[src/rtl/timer_unit_if.sv]
// Register-port bundle between the CPU peripheral bus and timer_unit.
// master: wr_en/wr_addr/wr_data/rd_addr out, rd_data/irq in; slave: mirror.
interface timer_unit_if #(
   parameter int WIDTH = 32
);
   logic             wr_en;
   logic [1:0]       wr_addr;
   logic [WIDTH-1:0] wr_data;
   logic [1:0]       rd_addr;
   logic [WIDTH-1:0] rd_data;
   logic             irq;

   modport master (
      output wr_en, wr_addr, wr_data, rd_addr,
      input  rd_data, irq
   );

   modport slave (
      input  wr_en, wr_addr, wr_data, rd_addr,
      output rd_data, irq
   );
endinterface

[src/rtl/timer_unit.sv]
// Interval timer: TL counts prescaled ticks, reloads from TH on overflow.
// Ports: clk, reset (sync, active-high), bus (timer_unit_if.slave).
module timer_unit #(
   parameter int WIDTH   = 32,
   parameter int PRESC_W = 8
) (
   input  logic        clk,
   input  logic        reset,
   timer_unit_if.slave bus
);

   logic [WIDTH-1:0]   th_q, th_d;
   logic [WIDTH-1:0]   tl_q, tl_d;
   logic [PRESC_W-1:0] presc_q, presc_d;
   logic [PRESC_W-1:0] pc_q, pc_d;
   logic               en_q, en_d;
   logic               irq_en_q, irq_en_d;
   logic               flag_q, flag_d;
   logic               oneshot_q, oneshot_d;

   logic wr_th, wr_tl, wr_tcon, wr_presc;
   logic pc_hit, tick, tl_max, ovf;

   always_comb begin
      wr_th    = bus.wr_en && (bus.wr_addr == 2'd0);
      wr_tl    = bus.wr_en && (bus.wr_addr == 2'd1);
      wr_tcon  = bus.wr_en && (bus.wr_addr == 2'd2);
      wr_presc = bus.wr_en && (bus.wr_addr == 2'd3);

      pc_hit = (pc_q == presc_q);
      // A TCON write restarts the prescaler, but a tick already due
      // this cycle still lands so a coincident overflow is not lost.
      tick   = en_q && pc_hit && !wr_presc;
      tl_max = (tl_q == '1);
      // A TL write discards the tick, including its overflow.
      ovf    = tick && tl_max && !wr_tl;

      th_d = wr_th ? bus.wr_data : th_q;

      tl_d = tl_q;
      if (wr_tl) begin
         tl_d = bus.wr_data;
      end else if (tick) begin
         tl_d = tl_max ? th_q : tl_q + WIDTH'(1);
      end

      pc_d = pc_q + PRESC_W'(1);
      if (!en_q || pc_hit || wr_tcon || wr_presc) begin
         pc_d = '0;
      end

      presc_d = presc_q;
      if (wr_presc) begin
         presc_d = bus.wr_data[PRESC_W-1:0];
      end

      irq_en_d  = wr_tcon ? bus.wr_data[1] : irq_en_q;
      oneshot_d = wr_tcon ? bus.wr_data[3] : oneshot_q;
      flag_d    = (wr_tcon ? bus.wr_data[2] : flag_q) | ovf;

      en_d = en_q;
      if (ovf && oneshot_q) begin
         en_d = 1'b0;
      end
      if (wr_tcon) begin
         en_d = bus.wr_data[0];
      end
   end

   always_ff @(posedge clk) begin
      if (reset) begin
         th_q      <= '0;
         tl_q      <= '0;
         presc_q   <= '0;
         pc_q      <= '0;
         en_q      <= 1'b0;
         irq_en_q  <= 1'b0;
         flag_q    <= 1'b0;
         oneshot_q <= 1'b0;
      end else begin
         th_q      <= th_d;
         tl_q      <= tl_d;
         presc_q   <= presc_d;
         pc_q      <= pc_d;
         en_q      <= en_d;
         irq_en_q  <= irq_en_d;
         flag_q    <= flag_d;
         oneshot_q <= oneshot_d;
      end
   end

   always_comb begin
      bus.rd_data = '0;
      unique case (bus.rd_addr)
         2'd0: bus.rd_data = th_q;
         2'd1: bus.rd_data = tl_q;
         2'd2: bus.rd_data[3:0] = {oneshot_q, flag_q, irq_en_q, en_q};
         2'd3: bus.rd_data[PRESC_W-1:0] = presc_q;
      endcase
   end

   assign bus.irq = flag_q & irq_en_q;

endmodule
[src/flat_wrapper.sv]
// flat-port wrapper written by rule: the top's interface ports become plain ports
module timer_unit_flat 
#(
   parameter int WIDTH   = 32,
   parameter int PRESC_W = 8
)
  (clk, reset, bus_wr_en, bus_wr_addr, bus_wr_data, bus_rd_addr, bus_rd_data, bus_irq);
  timer_unit_if #(.WIDTH(WIDTH)) bus_i ();
  input  logic clk;
  input  logic reset;
  input wire logic [$bits(bus_i.wr_en)-1:0] bus_wr_en;
  input wire logic [$bits(bus_i.wr_addr)-1:0] bus_wr_addr;
  input wire logic [$bits(bus_i.wr_data)-1:0] bus_wr_data;
  input wire logic [$bits(bus_i.rd_addr)-1:0] bus_rd_addr;
  output wire logic [$bits(bus_i.rd_data)-1:0] bus_rd_data;
  output wire logic [$bits(bus_i.irq)-1:0] bus_irq;
  assign bus_i.wr_en = bus_wr_en;
  assign bus_i.wr_addr = bus_wr_addr;
  assign bus_i.wr_data = bus_wr_data;
  assign bus_i.rd_addr = bus_rd_addr;
  assign bus_rd_data = bus_i.rd_data;
  assign bus_irq = bus_i.irq;
  timer_unit #(.WIDTH(WIDTH), .PRESC_W(PRESC_W)) u_core (.clk(clk), .reset(reset), .bus(bus_i));
endmodule
[config.mk]
export PLATFORM = sky130hd
export DESIGN_NAME = timer_unit_flat
export DESIGN_NICKNAME = d
export VERILOG_FILES = /design/src/rtl/timer_unit_if.sv /design/src/rtl/timer_unit.sv /design/src/flat_wrapper.sv
export SDC_FILE = /design/constraint.sdc
export NUM_CORES = 1
export LEC_CHECK = 0
export CORE_AREA = 2 2 97 99
export DETAILED_ROUTE_END_ITERATION = 8
export DIE_AREA = 0 0 99 101
export PLACE_DENSITY = 0.8
export SLEW_MARGIN = 20
export SYNTH_ARGS = -nofsm -noshare
export SYNTH_HDL_FRONTEND = slang
export SYNTH_SLANG_ARGS = --single-unit
[constraint.sdc]
create_clock -name clk -period 3.25 [get_ports clk]
set_clock_uncertainty 0.2 [all_clocks]
set_input_delay 0.975 -clock clk [delete_from_list [all_inputs] [get_ports clk]]
set_output_delay 0.975 -clock clk [all_outputs]
set_load 0.02 [all_outputs]
==> results of run 1 <==
## per-layer routing
layer  GRT usage  wire length (µm)  share of wire  up-vias
met5           0                 0              0        -
met4       0.116               301          0.021        0
met3      0.0603              1190          0.084       29
met2       0.475              6810           0.48      247
met1       0.365              5870           0.41     2295
li1            -                 -              -     2291
## registers in the layout (all words and copies together) (netlist names)
name	count
u_core.oneshot_q	1
u_core.th_q	32
u_core.flag_q	1
u_core.en_q	1
u_core.irq_en_q	1
u_core.tl_q	32
u_core.presc_q	8
u_core.pc_q	8
## stage by stage
| step | hold WS (ps) | std cells | worst slack [ps] | power, mW |
|---|---|---|---|---|
| 5_1_grt | 300 | 790 | 1.90 | 2.27 |
| 3_5_place_dp | 264 | 773 | -657 | 1.43 |
| 6_report | 276 | 790 | 45.6 | 2.19 |
| 2_1_floorplan | 246 | 617 | 9.46 | 1.29 |
| 3_3_place_gp | 257 | 773 | -632 | 1.42 |
| 4_1_cts | 275 | 790 | 39.9 | 2.18 |
## kinds of logic (layout without fill, tap and decap cells)
logic type | Yosys count | count (layout) | synth area share
AOI/OAI and AO/OA | 133 | 133 | 0.164
adders and majority gates | 2 | 2 | 0.00518
and+or+nand+nor | 261 | 261 | 0.259
DFF | 84 | 84 | 0.348
xor gates and xnor gates | 35 | 35 | 0.0634
buffers and inverters | 52 | 114 | 0.0448
muxes | 50 | 50 | 0.115
## critical path, cell delays in order
cell	delay, ps
buf_2	120
bufbuf_16	270
mux4_2	510
buf_6	150
## cell usage after synthesis (2+ instances only)
library cell	number
nand2_1	109
dfxtp_1	84
a21oi_1	69
nor2_1	64
mux2i_1	40
clkbuf_1	32
nand3_1	27
xor2_1	24
and3_1	17
nand4_1	13
o22ai_1	13
xnor2_1	11
buf_2	7
nor3_1	7
o21ai_0	7
o21ai_1	7
a31o_2	6
buf_1	6
mux2_2	6
a21o_1	5
a31oi_1	5
a22o_1	4
a22oi_1	4
and4_1	4
inv_1	4
mux4_2	4
nor4_1	3
nor4_4	3
ha_1	2
nor3b_1	2
o211ai_1	2
o32ai_1	2
## final cells by class
class                           count  area, µm²  area share
Sequential cell                    84       1680       0.284
Tap cell                          111        139      0.0235
Multi-Input combinational cell    481       2940       0.497
Clock buffer                       12        155      0.0262
Clock inverter                      4       47.5     0.00803
Timing Repair Buffer               94        940       0.159
Inverter                            4       15.0     0.00254
## what timing repair did
action	CTS	global route
gates resized for setup	63	1
endpoints found under the setup margin	32	1
cloned	1	0
setup buffers	0	0
## power groups by stage
stage	clock network (mW)	registers [mW]	logic, mW
floorplan	0	1.11	0.174
global placement	0	1.13	0.289
detailed placement	0	1.13	0.296
CTS	0.782	1.11	0.297
global route	0.839	1.11	0.322
finish	0.782	1.11	0.300
## final timing paths
check | to | startpoint | cells past startpoint | slack (ps)
setup / recovery | bus_rd_data[0] | bus_rd_addr[1] | 4 | 50
hold / removal | u_core.th_q[14] | u_core.th_q[14] | 2 | 280
setup reg to reg | u_core.tl_q[6] | u_core.tl_q[0] | 7 | 470
hold reg to reg | u_core.th_q[14] | u_core.th_q[14] | 2 | 280
==> impl_summary.log, run 1 <==
INFO  metric grt_first_pass_wirelength = 23,000 µm
INFO  metric cellLeakagePower = approximately 2.4 nW
INFO  metric drt_first_pass_iters = 5
INFO  metric grt_remaining_overflow = 0
INFO  metric clock-root-buffer = clkbuf_8
INFO  metric crit_path_max_fanout = 5
INFO  metric layout_min_cycle_time = roughly 3200 ps
INFO  metric clock_sink_count = 84
INFO  metric critical_path_required = just over 2000 ps
INFO  metric min_path_type = reg2reg
INFO  metric setup.worst_path.end_class = output port
INFO  metric switching_share = 0.268
INFO  metric ant_nets = 0
INFO  metric grt_pass1_vias = approximately 4,700
INFO  metric cts_buffers = 9
INFO  metric die_area = between 9000 and 10,000 µm²
INFO  metric global_routing_usage_summed_across_all_routing_layers = 0.287
INFO  metric detailedPlacementHpwl = between 9000 and 10,000 µm
INFO  metric share_of_yosys_cell_area_claimed_by_the_top_area_cell_type = 0.348
INFO  metric die_width = a little under 100 µm
INFO  metric syn-mean-instance-area = around 7.8 µm²
INFO  metric fin_tns_setup = 0 ps
INFO  metric via_count = 4,862
INFO  metric clk_latency = roughly 370 ps
INFO  metric rsz0062_at_grt = no
INFO  metric io_pins = just over 70
INFO  metric path_clk_slew = 80 ps
INFO  metric async_flop_share = 0
INFO  metric post-route-util = 0.660
INFO  metric irDropWorstVdd = ~0.00017 V
INFO  metric ys_types = 56
INFO  metric clock_tree.buffer_depth = 2
INFO  metric mappedNetlistArea = roughly 4800 µm²
INFO  metric total_number_of_placement_rows = 35
INFO  metric synth-warning-count = 0
INFO  metric wirelength = roughly 14,000 µm
INFO  metric detail_route.vias_per_cell = 6.15
INFO  metric final_nets = 715
INFO  metric finalHoldViolCount = 0
INFO  metric worst-slew-pin-transition = between 800 and 900 ps
INFO  metric layout-area-overhead-vs-synth = 22.5%
INFO  metric final_layout_size_suffix_gt1_frac = 0.115
INFO  metric max-cap-violations = 0
INFO  metric antenna_found_initial = 0
INFO  metric synth-edff-count = 0
INFO  metric drt_first_iter_violations = ~370
INFO  metric post_synth_main_area_contributors = dfxtp_1 35%, nand2_1 8.5%, mux2i_1 8.3%
INFO  metric yosys_register_bits = 84
INFO  metric clock_power_frac = 0.357
INFO  metric cell_internal_pwr = 1.60 mW
INFO  metric placement.cell_area = 5720 µm²
INFO  metric gp_congestion = about 0.86
INFO  metric layout.cells.most_common_list = 109 x nand2_1, 84 x dfxtp_1, 69 x a21oi_1
INFO  metric worst_slew_margin_rel = 0.456
INFO  metric layout.cell_area.non_filler = a little under 6000 µm²
INFO  metric clock_tree_from_tritoncts = yes
INFO  metric cts_max_level = 3
INFO  metric die-height = 101 µm
INFO  metric pwr-share-comb = 0.137
INFO  metric io_buffer_count = between 70 and 80
INFO  metric initial_utilization = 0.538
INFO  metric synth_seq_area_share = 0.348
INFO  metric total_setup_violations_reported_at_the_end_of_the_flow = 0
INFO  metric cts_hold_buffers = 0
INFO  metric path_class = in2out
INFO  metric flip_flop_cell_with_the_highest_count_after_synthesis = dfxtp_1
INFO  metric nFillCells = around 760
INFO  metric timing_max_transition_violations_final = 0
INFO  metric period_share = 0.986
INFO  metric outcome = finished, final reports clean
INFO  metric worstSetupStartpointType = input port
INFO  metric grt_start_max_net_pins = 80
INFO  metric worst-endpoint-arrival = just over 2000 ps
INFO  metric fmaxAchievable = between 300 and 400 MHz
INFO  metric routedWlPerCell = between 15 and 20 µm
INFO  metric synth.net_count = around 660
INFO  metric number_of_diodes_added_for_antenna_fixing = 0
INFO  metric coreArea = ~9000 µm²
INFO  metric syn_inst = 617
INFO  metric drc = 0
INFO  metric power.net_switching = between 0.5 and 0.6 mW
INFO  metric power_density = about 370 nW/µm²
INFO  metric layout.cells.most_common = nand2_1
INFO  metric synthDominantAreaCellType = dfxtp_1
INFO  metric p_seq_frac = 0.506
Power figures use the tool's default switching activity.
==> run 2: changes to the inputs <==
--- a/config.mk
+++ b/config.mk
@@ -8,7 +8,7 @@
 export CORE_AREA = 2 2 97 99
 export DETAILED_ROUTE_END_ITERATION = 8
 export DIE_AREA = 0 0 99 101
-export PLACE_DENSITY = 0.8
+export PLACE_DENSITY = 0.9
 export SLEW_MARGIN = 20
 export SYNTH_ARGS = -nofsm -noshare
 export SYNTH_HDL_FRONTEND = slang
==> impl_summary.log, run 2 (synthesized netlist as in run 1, its figures left out) <==
INFO  metric coreArea = 8980 µm² (unchanged)
INFO  metric antenna_found_initial = 0 (unchanged)
INFO  metric number_of_diodes_added_for_antenna_fixing = 0 (unchanged)
INFO  metric layout_top_registers = u_core.th_q x32, u_core.tl_q x32 (unchanged)
INFO  metric dp.cells = 775 (was 773)
INFO  metric clock_tree.buffer_depth = 2 (unchanged)
INFO  metric detail_route.vias_per_cell = 6.27 (was 6.15)
INFO  metric grt_first_pass_wirelength = 22,400 µm (was 23,000 µm)
INFO  metric layout-area-overhead-vs-synth = 21.9% (was 22.5%)
INFO  metric worst_r2r_path_depth = 7 (unchanged)
INFO  metric drt_first_iter_violations = 444 (was 367)
INFO  metric clock_tree_from_tritoncts = yes (unchanged)
INFO  metric cts_buffers = 9 (unchanged)
INFO  metric drt_first_pass_iters = 5 (unchanged)
INFO  metric cts_max_level = 3 (unchanged)
INFO  metric period_share = 0.985 (was 0.986)
INFO  metric drc = 0 (unchanged)
INFO  metric layout.cell_area.non_filler = 5890 µm² (was 5920 µm²)
INFO  metric wirelength = 13,700 µm (was 14,200 µm)
INFO  metric setup.worst_path.end_class = output port (unchanged)
INFO  metric crit_path_max_fanout = 12 (was 5)
INFO  metric final_nets = 717 (was 715)
INFO  metric io_buffer_count = 71 (unchanged)
INFO  metric detailedPlacementHpwl = 9710 µm (was 9470 µm)
INFO  metric fin_tns_setup = 0 ps (unchanged)
INFO  metric cts_hold_buffers = 0 (unchanged)
INFO  metric total_number_of_placement_rows = 35 (unchanged)
INFO  metric rsz0062_at_grt = no (unchanged)
INFO  metric finalHoldViolCount = 0 (unchanged)
INFO  metric critical_path_required = 2070 ps (about the same)
INFO  metric layout.cells.most_common = nand2_1 (unchanged)
INFO  metric outcome = finished, final reports clean (unchanged)
INFO  metric worstSetupStartpointType = input port (unchanged)
INFO  metric die_area = 10000 µm² (unchanged)
INFO  metric power.total = 2.19 mW (about the same)
INFO  metric global_routing_usage_summed_across_all_routing_layers = 0.276 (was 0.287)
INFO  metric die-height = 101 µm (unchanged)
INFO  metric max-cap-violations = 0 (unchanged)
INFO  metric worst_slew_margin_rel = 0.494 (was 0.456)
INFO  metric irDropWorstVdd = 0.000215 V (was 0.000172 V)
INFO  metric timing_max_transition_violations_final = 0 (unchanged)
INFO  metric final_layout_size_suffix_gt1_frac = 0.119 (was 0.115)
INFO  metric routedWlPerCell = 17.3 µm (was 17.9 µm)
INFO  metric gp_congestion = 0.903 (was 0.857)
INFO  metric clock-root-buffer = clkbuf_8 (unchanged)
INFO  metric min_path_type = reg2reg (unchanged)
INFO  metric die_width = 99 µm (unchanged)
INFO  metric clock_sink_count = 84 (unchanged)
INFO  metric cellLeakagePower = 2.45 nW (was 2.44 nW)
INFO  metric fmaxAchievable = 312 MHz (about the same)
INFO  metric grt_pass1_vias = 4,705 (was 4,716)
INFO  metric power_density = 372 nW/µm² (was 370 nW/µm²)
INFO  metric grt_remaining_overflow = 0 (unchanged)
INFO  metric initial_utilization = 0.538 (unchanged)
INFO  metric via_count = 4,964 (was 4,862)
INFO  metric timing.hold.worst_path_depth = 2 (unchanged)
INFO  metric post-route-util = 0.656 (was 0.660)
INFO  metric placement.cell_area = 5710 µm² (was 5720 µm²)
INFO  metric total_setup_violations_reported_at_the_end_of_the_flow = 0 (unchanged)
INFO  metric layout.cells.most_common_list = 109 x nand2_1, 84 x dfxtp_1, 69 x a21oi_1 (unchanged)
INFO  metric layout_min_cycle_time = 3200 ps (about the same)
INFO  metric path_clk_slew = 90 ps (was 80 ps)
INFO  metric clk_latency = 370 ps (about the same)
INFO  metric worst-endpoint-arrival = 2030 ps (about the same)
INFO  metric io_pins = 72 (unchanged)
INFO  metric worst-slew-pin-transition = 759 ps (was 817 ps)
INFO  metric path_class = in2out (unchanged)
INFO  metric grt_start_max_net_pins = 40 (was 80)
INFO  metric ant_nets = 0 (unchanged)
INFO  metric final_cell_count_no_fill = 792 (was 790)
==> run 2: timing repair <==
item | CTS | global route
gates resized for setup | 67 | 1
endpoints found under the setup margin | 32 | 1
gates cloned | 1 | 0
setup buffers | 0 | 0
endpoints found under the hold margin | 0 | 0
==> run 2: final cells by class <==
cell class              instances  area (µm²)
well taps                     111         139
fillers                       727        3090
flip-flops and latches         84        1680
clock buffers                  10         138
inverters                       4        15.0
multi-input cells             481        2940
repair buffers                 96         905
clock inverters                 6        71.3
==> run 2: worst paths after layout <==
kind              slack [ps]         endpoint            start
setup / recovery          50   bus_rd_data[9]   bus_rd_addr[0]
hold / removal           270  u_core.th_q[15]  u_core.th_q[15]
setup reg to reg         430  u_core.tl_q[14]   u_core.tl_q[0]
hold reg to reg          270  u_core.th_q[15]  u_core.th_q[15]
==> run 2: where the power goes <==
part | switching [mW] | leakage, nW | internal [mW]
clock network | 0.408 | 0.0995 | 0.383
logic | 0.153 | 1.67 | 0.143
registers | 0.0444 | 0.682 | 1.06
==> run 2: through the flow <==
step                      hold WS [ps]  setup WS, ps
after floorplan                    246          9.46
final                              274          47.6
after detailed placement           263          -642
after CTS                          274          63.5
after global routing               300          4.43
after global placement             256          -632
==> run 2: routing by layer <==
metal  GRT usage  part of all wire  wire length (µm)
met4       0.106             0.017               227
met1       0.357              0.41              5570
met5           0                 0                 0
met2       0.460              0.49              6760
met3      0.0465             0.085              1170
==> run 2: worst max-delay path: stages <==
cell and delay, ps:
buf_2 210, buf_12 190, mux2i_1 270, nor2_1 60
dlygate4sd2_1 320
